[src/rtl/uart_tx_scheduler.sv]
// uart_tx_scheduler: round-robin arbiter sharing one UART transmit line between
// NUM_REQ byte requesters. It latches the winning byte and sends an 8N1-style
// frame (start, DATA_W data bits LSB first, stop) using its own baud divider.
// Optional feature macro: UART_TX_PARITY_EN adds an even-parity bit after the
// data bits. While the parity bit is sent, state still reports DATA.
module uart_tx_scheduler #(
  parameter int NUM_REQ      = 4,
  parameter int CLKS_PER_BIT = 8,
  parameter int DATA_W       = 8,
  localparam int GW          = $clog2(NUM_REQ)
) (
  input  logic                      clk,
  input  logic                      rst_n,
  input  logic                      ena,
  input  logic [NUM_REQ-1:0]        req,
  input  logic [NUM_REQ*DATA_W-1:0] data_in,
  output logic [NUM_REQ-1:0]        ack,
  output logic                      tx,
  output logic                      busy,
  output logic [GW-1:0]             grant_id,
  output logic [1:0]                state
);

  localparam int BAUD_W = $clog2(CLKS_PER_BIT);
  localparam int BIT_W  = $clog2(DATA_W + 1);

  typedef enum logic [1:0] {
    IDLE  = 2'b00,
    START = 2'b01,
    DATA  = 2'b10,
    STOP  = 2'b11
  } state_t;

  state_t              state_r, state_nx;
  logic [BAUD_W-1:0]   baud_r, baud_nx;
  logic [BIT_W-1:0]    bit_r, bit_nx;
  logic [DATA_W-1:0]   shift_r, shift_nx;
  logic [GW-1:0]       ptr_r, ptr_nx;
  logic [GW-1:0]       grant_r, grant_nx;
  logic [NUM_REQ-1:0]  ack_r, ack_nx;
  logic                tx_r, tx_nx;
  logic                busy_r;
  logic                found;
  logic [GW-1:0]       winner;
  logic [GW-1:0]       cand;
  logic [DATA_W-1:0]   win_byte;
  logic                baud_end;
  logic                last_bit;
  logic                data_done;
`ifdef UART_TX_PARITY_EN
  logic                par_r, par_nx;
  logic                par_phase_r, par_phase_nx;
`endif

  assign baud_end = (baud_r == BAUD_W'(CLKS_PER_BIT - 1));
  assign last_bit = (bit_r == BIT_W'(DATA_W - 1));
`ifdef UART_TX_PARITY_EN
  assign data_done = last_bit && par_phase_r;
`else
  assign data_done = last_bit;
`endif

  // Round-robin search: first requester at or above the pointer, wrapping.
  always_comb begin
    found    = 1'b0;
    winner   = '0;
    cand     = '0;
    win_byte = '0;
    for (int i = 0; i < NUM_REQ; i++) begin
      cand = GW'((int'(ptr_r) + i) % NUM_REQ);
      if (!found && req[cand]) begin
        found  = 1'b1;
        winner = cand;
      end
    end
    for (int j = 0; j < NUM_REQ; j++) begin
      if (winner == GW'(j)) begin
        win_byte = data_in[j*DATA_W +: DATA_W];
      end
    end
  end

  // Frame state register; frozen while ena is low.
  always_ff @(posedge clk or negedge rst_n) begin
    if (!rst_n) begin
      state_r <= IDLE;
    end else if (ena) begin
      state_r <= state_nx;
    end else begin
      state_r <= state_r;
    end
  end

  // Next frame state: advance on bit boundaries only.
  always_comb begin
    state_nx = state_r;
    case (state_r)
      IDLE:    if (found) state_nx = START; else state_nx = IDLE;
      START:   if (baud_end) state_nx = DATA; else state_nx = START;
      DATA:    if (baud_end && data_done) state_nx = STOP; else state_nx = DATA;
      STOP:    if (baud_end) state_nx = IDLE; else state_nx = STOP;
      default: state_nx = IDLE;
    endcase
  end

  // Datapath next values: grant/latch in IDLE, then bit sequencing.
  always_comb begin
    tx_nx    = tx_r;
    baud_nx  = baud_r;
    bit_nx   = bit_r;
    shift_nx = shift_r;
    ptr_nx   = ptr_r;
    grant_nx = grant_r;
    ack_nx   = '0;
`ifdef UART_TX_PARITY_EN
    par_nx       = par_r;
    par_phase_nx = par_phase_r;
`endif
    case (state_r)
      IDLE: begin
        if (found) begin
          shift_nx = win_byte;
          grant_nx = winner;
          for (int j = 0; j < NUM_REQ; j++) begin
            ack_nx[j] = (winner == GW'(j));
          end
          ptr_nx  = GW'((int'(winner) + 1) % NUM_REQ);
          tx_nx   = 1'b0;
          baud_nx = '0;
`ifdef UART_TX_PARITY_EN
          par_nx       = ^win_byte;
          par_phase_nx = 1'b0;
`endif
        end else begin
          tx_nx = 1'b1;
        end
      end
      START: begin
        if (baud_end) begin
          tx_nx   = shift_r[0];
          baud_nx = '0;
          bit_nx  = '0;
        end else begin
          baud_nx = baud_r + BAUD_W'(1);
        end
      end
      DATA: begin
        if (baud_end) begin
          baud_nx = '0;
          if (last_bit) begin
`ifdef UART_TX_PARITY_EN
            if (!par_phase_r) begin
              par_phase_nx = 1'b1;
              tx_nx        = par_r;
            end else begin
              par_phase_nx = 1'b0;
              tx_nx        = 1'b1;
            end
`else
            tx_nx = 1'b1;
`endif
          end else begin
            shift_nx = shift_r >> 1;
            bit_nx   = bit_r + BIT_W'(1);
            tx_nx    = shift_r[1];
          end
        end else begin
          baud_nx = baud_r + BAUD_W'(1);
        end
      end
      STOP: begin
        if (baud_end) begin
          baud_nx = '0;
          tx_nx   = 1'b1;
        end else begin
          baud_nx = baud_r + BAUD_W'(1);
        end
      end
      default: begin
        tx_nx   = 1'b1;
        baud_nx = '0;
      end
    endcase
  end

  // Datapath registers; ack is cleared on every non-accepting edge.
  always_ff @(posedge clk or negedge rst_n) begin
    if (!rst_n) begin
      tx_r    <= 1'b1;
      busy_r  <= 1'b0;
      baud_r  <= '0;
      bit_r   <= '0;
      shift_r <= '0;
      ptr_r   <= '0;
      grant_r <= '0;
      ack_r   <= '0;
`ifdef UART_TX_PARITY_EN
      par_r       <= 1'b0;
      par_phase_r <= 1'b0;
`endif
    end else if (ena) begin
      tx_r    <= tx_nx;
      busy_r  <= (state_nx != IDLE);
      baud_r  <= baud_nx;
      bit_r   <= bit_nx;
      shift_r <= shift_nx;
      ptr_r   <= ptr_nx;
      grant_r <= grant_nx;
      ack_r   <= ack_nx;
`ifdef UART_TX_PARITY_EN
      par_r       <= par_nx;
      par_phase_r <= par_phase_nx;
`endif
    end else begin
      ack_r <= '0;
    end
  end

  assign tx       = tx_r;
  assign busy     = busy_r;
  assign grant_id = grant_r;
  assign ack      = ack_r;
  assign state    = state_r;

endmodule
[config.mk]
export PLATFORM = sky130hd
export DESIGN_NAME = uart_tx_scheduler
export DESIGN_NICKNAME = d
export VERILOG_FILES = /design/src/rtl/uart_tx_scheduler.sv
export SDC_FILE = /design/constraint.sdc
export NUM_CORES = 1
export LEC_CHECK = 0
export ABC_CLOCK_PERIOD_IN_PS = 3000
export BUFFER_PORTS_ARGS = -buffer_cell sky130_fd_sc_hd__buf_2
export CAP_MARGIN = 10
export CORE_ASPECT_RATIO = 0.5
export CORE_MARGIN = 2
export CORE_UTILIZATION = 51
export DETAILED_ROUTE_END_ITERATION = 7
export PLACE_DENSITY = 0.79
export SYNTH_ARGS = -nofsm -noshare
export SYNTH_HDL_FRONTEND = slang
export SYNTH_SLANG_ARGS = --single-unit
[constraint.sdc]
create_clock -name clk -period 3 [get_ports clk]
set_clock_uncertainty 0.2 [all_clocks]
set_input_delay 0.75 -clock clk [delete_from_list [all_inputs] [get_ports clk]]
set_output_delay 0.75 -clock clk [all_outputs]
set_load 0.05 [all_outputs]
### Yosys cells after proc, flatten, opt, wreduce, memory -nomap -nowiden

Index checks and enable logic that the tools add are counted.

| cells by class | value |
|---|---|
| eq/ne operators | 13 |
| mux-type cells | 45 |
| add/sub/neg operators | 6 |
| order comparisons | 4 |
| reduce and logical (&&, ||, !) cells | 18 |

Operators with widths:

| kind | count |
|---|---|
| $mux 8 | 7 |
| $mux 4 | 6 |
| $pmux 8 s2 | 1 |
| $mux 1 | 15 |
| $lt 2x3->1 const B | 4 |
| $mux 2 | 6 |
| $ne 2x2->1 const B | 5 |
| $reduce_and 5->1 | 2 |
| $bmux 1 s2 | 4 |
| $eq 2x2->1 const B | 4 |
| $pmux 2 s4 | 1 |
| $pmux 4 s2 | 1 |
| $mux 3 | 2 |
| $pmux 3 s2 | 1 |
| $reduce_bool 2->1 | 3 |
| $add 2x1->2 const B | 2 |
| $add 2x2->2 const B | 2 |
| $add 4x1->4 const B | 1 |
| $eq 2x1->1 const B | 2 |
| $eq 4x3->1 const B | 1 |
| $logic_and 1x1->1 | 4 |
| $logic_not 2->1 | 2 |
| $pmux 1 s4 | 1 |
| $reduce_and 4->1 | 1 |
| other kinds (6) | 8 |

| storage, ports and cells | value |
|---|---|
| output and inout bits | 10 |
| input port bits | 39 |
| logic and storage cells | 95 |
| flip-flop bits (word level) | 27 |

### Logic depth before layout (Yosys ltp)

| logic depth | value |
|---|---|
| word-level depth | 19 |
| depth in mapped cells | 11 |
| mapped depth without buffers | 9 |

### Worst setup path before layout

No wires, ideal clock.

| timing path | value |
|---|---|
| path kind | in2reg |
| start | in req[0] |
| end | reg shift_r[5] |
| cell stages on the path | 11 |
| path slack | 0.182 ns |
| path buffers | 2 |
| data arrival time | 2.490 ns |
| cell sequence | nand2_1 > a21oi_1 > a211oi_1 > inv_1 > ha_1 > buf_2 > clkbuf_1 > a21oi_1 > o21ai_0 > a221oi_1 > o31ai_2 |

| on the way | value |
|---|---|
| cells in the longest elaborated chain, start to end | 19 |
| elaborated cells between the ends (all ways) | 34 |
| classes of those cells | 4 x eq/ne; 22 x mux; 8 x reduce/logical |

Ends and longest elaborated chain:

| element | line | source |
|---|---|---|
| start, declared | 15 | `input logic [NUM_REQ-1:0] req,` |
| $bmux 1 s2 | 71 | `if (!found && req[cand]) begin` |
| $mux 1 (implied by the code) | 71 |  |
| $mux 1 | 71 |  |
| $logic_not 1->1 | 71 |  |
| $logic_and 1x1->1 | 71 |  |
| $mux 1 | 71 |  |
| $logic_not 1->1 | 71 |  |
| $logic_and 1x1->1 | 71 |  |
| [2 not listed] | n/a |  |
| $logic_and 1x1->1 | 71 |  |
| $mux 2 * | 71 |  |
| via winner[0] | 44 | `logic [GW-1:0] winner;` |
| $logic_not 2->1 | 77 | `if (winner == GW'(j)) begin` |
| $mux 8 (3 in series) | 77 |  |
| $mux 8 * | 77 |  |
| $mux 8 * | 121 | `if (found) begin` |
| $pmux 8 s2 * | 119 | `case (state_r)` |
| end signal, assigned | 206 | `shift_r <= shift_nx;` |
| end, declared | 37 | `logic [DATA_W-1:0] shift_r, shift_nx;` |

The timed path passes the listed nets; every way through them passes the cells marked *. The select of a mux whose other input is x is not followed.
A chain may end at the register's enable or synchronous reset.

### Worst setup path in the final report

Ends and elaborated chain as after synthesis.

==> results.sh <==
export IMPL_status="finished clean"
export IMPL_synth_seq_cells=27
export IMPL_m1WireLength_um=1760
export IMPL_slew_viol_final=0
export IMPL_firstDrtPassIters=4
export IMPL_syn2layout_area_growth_pct=18.2
export IMPL_drc=0
export IMPL_wl_met2_um=1740
export IMPL_vias=1547
export IMPL_initial_core_util_pct=54.6
export IMPL_grt_max_degree=28
export IMPL_max_freq_mhz=377
export IMPL_p_seq_share_pct=37.2
export IMPL_finish_instance_area_um2=1980
export IMPL_grt_pass1_wl_um=6030
export IMPL_drtIter0Drc=88
export IMPL_htreeDepth=1
export IMPL_reg2reg_to="shift_r[5]$_DFFE_PN0P_"
export IMPL_multi_input_area_um2=867
export IMPL_synth_edf_count=0
export IMPL_rows=14
export IMPL_relSlewSlack_pct=58.6
export IMPL_sw_frac_of_total_pct=45.4
export IMPL_hpwl_um=2790
export IMPL_yosysSeqAreaShare_pct=40.4
export IMPL_pwr_share_clk_pct=12.2
export IMPL_path_clk_slew_ns=0.09
export IMPL_clock_sinks=27
export IMPL_synth_flop_cell="dfrtp_1"
export IMPL_leakagePower_uw=0.000965
export IMPL_die_area_um2=3780
export IMPL_ff2ff_path_depth=8
export IMPL_die_h_um=44.5
export IMPL_holdWs_ns=0.268
export IMPL_tns_ns=0
export IMPL_syn_inst=193
export IMPL_arrival_ns=2.61
export IMPL_cts_buffers=3
export IMPL_antenna_left=0
export IMPL_final_common_cell="buf_2"
export IMPL_dpl_instance_area_um2=1930
export IMPL_cts_resized=0
export IMPL_synthArstFlopShare_pct=100
export IMPL_syn_area_per_cell_um2=8.67
export IMPL_end_kind="flip-flop"
export IMPL_diodes=0
export IMPL_routed_wl_met3_um=185
export IMPL_regToRegStartpoint="ptr_r[1]$_DFFE_PN0P_"
export IMPL_power_density_nw_per_um2=839
export IMPL_clk_path_buf_depth=2
export IMPL_nFillCells=261
export IMPL_antenna_found_initial=0
export IMPL_max_cap_violations=0
export IMPL_most_common_layout_cells="buf_2, dfrtp_1, a21oi_1"
export IMPL_regToRegSetupSlack_ns=0.45
export IMPL_gr_total_overflow=0
export IMPL_regArea_um2=677
export IMPL_die_w_um=85.0
export IMPL_drive_gt1_share_pct=27.1
export IMPL_critPathKind="in -> reg"
export IMPL_grt_usage_pct=20.2
export IMPL_postCtsHoldBufs=0
export IMPL_pwr_share_comb_pct=50.6
export IMPL_rsz0062_at_grt="false"
export IMPL_viasPerCell=5.61
export IMPL_clock_latency_ns=0.27
export IMPL_path_max_fanout=14
export IMPL_synth_nets=239
export IMPL_gp_congestion=0.755
export IMPL_cp_required_ns=2.95
export IMPL_fin_crit_sh_pct=88.4
export IMPL_finalCriticalPeriod_ns=2.65
export IMPL_internal_power_uw=907
export IMPL_ios=49
export IMPL_cts_root_buf="clkbuf_8"
export IMPL_grt_pass1_vias=1351
export IMPL_p_switching_uw=753
export IMPL_coreArea_um2=3070
export IMPL_drt_wl_total_um=3690
export IMPL_syn_area_um2=1670
export IMPL_cp_start_kind="primary input"
export IMPL_ys_warn_count=0
export IMPL_portBuffers=48
export IMPL_setup_viol=0
export IMPL_hp_class="in -> async"
export IMPL_vdd_drop_max_mv=0.437
export IMPL_final_nets=283
export IMPL_hold_viol_final=0
export IMPL_postCtsSetupBuffers=0
export IMPL_highest_layer="met3"
export IMPL_worst_pin_slew_ns=0.618
export IMPL_cts_tree="yes"
export IMPL_routedWlPerCell_um=13.4
export IMPL_yosysUniqueCellTypes=43
## cells in the mapped netlist, types with 2 or more instances
cell type | count | area (um^2)
a221oi_1 | 7 | 61.3
o2bb2ai_1 | 2 | 17.5
a21oi_1 | 24 | 120
buf_2 | 2 | 10.0
a22o_1 | 5 | 43.8
nand3_1 | 6 | 30.0
nor4_1 | 2 | 12.5
nand2_1 | 20 | 75.1
nor2_1 | 13 | 48.8
buf_6 | 2 | 22.5
mux2_1 | 2 | 22.5
o31ai_1 | 5 | 37.5
mux2i_1 | 2 | 20.0
ha_1 | 7 | 87.6
o31ai_2 | 2 | 25.0
dfrtp_1 | 26 | 651
clkbuf_1 | 8 | 30.0
inv_1 | 16 | 60.1
buf_1 | 2 | 7.51
o21ai_0 | 14 | 70.1
and2_1 | 4 | 25.0
## cell families (layout without fill, tap and decap cells)
logic type	Yosys count	in the layout	synth area share, %
AO/OA/AOI/OAI	67	67	26.2
adder cells (fa/ha/maj)	7	7	5.23
flip-flops	27	27	40.4
buffers and inverters	30	73	7.77
XOR/XNOR	1	1	0.523
multiplexers	4	4	2.54
AND/OR/NAND/NOR	57	57	17.3
## worst max-delay path, cell delays in order
cell and delay (ns):
buf_2 0.13, nand2_1 0.06, a21oi_1 0.06, a211oi_1 0.31, inv_1 0.13, ha_1 0.37
a21oi_1 0.17, o21ai_0 0.10, a221oi_1 0.41, o31ai_2 0.11
## worst max path at each step
stage / depth (start not counted) / start / slack, ns / to
floorplan: 11 / req[0] / 0.18 / shift_r[5]$_DFFE_PN0P_
global placement: 10 / req[0] / 0.16 / shift_r[5]$_DFFE_PN0P_
detailed placement: 10 / req[0] / 0.09 / shift_r[5]$_DFFE_PN0P_
CTS: 10 / req[0] / 0.38 / shift_r[5]$_DFFE_PN0P_
global route: 10 / req[0] / 0.25 / shift_r[5]$_DFFE_PN0P_
finish: 10 / req[0] / 0.35 / shift_r[5]$_DFFE_PN0P_
## flip-flops by register name (all words and copies together), names as in the netlist, 2 cells and up
signal	flops
ack	4
state	2
bit_r	4
grant_id	2
ptr_r	2
baud_r	3
shift_r	8
## stage by stage
step	setup WS (ns)	cells	utilization, %	total power, uW
after global routing	0.247	276	64.5	1800
after CTS	0.384	276	64.5	1660
final	0.347	276	64.5	1660
after floorplan	0.182	193	-	1250
after global placement	0.164	272	63.0	1430
after detailed placement	0.0920	272	63.0	1460
## power by group through the flow
stage          Sequential (uW)  Combinational (uW)  Clock, uW
2_1_floorplan              704                 541          0
3_3_place_gp               619                 816          0
3_5_place_dp               623                 835          0
4_1_cts                    615                 840        209
5_1_grt                    642                 933        222
6_report                   617                 840        203
## cell type report
| cell class | instances | area share, % |
|---|---|---|
| clock buffer | 3 | 2.09 |
| clock inverter | 1 | 0.253 |
| inverter | 16 | 3.04 |
| multi-input combinational | 136 | 43.8 |
| sequential | 27 | 34.2 |
| tap | 40 | 2.53 |
| timing repair buffer | 53 | 14.0 |
## per-layer routing
| layer | vias to the layer above | GRT usage, % |
|---|---|---|
| li1 | 774 | - |
| met1 | 715 | 27.9 |
| met2 | 58 | 33.8 |
| met3 | 0 | 4.29 |
| met4 | 0 | 4.13 |
| met5 | - | 0 |
No activity file was read; power rests on OpenSTA's default activity.
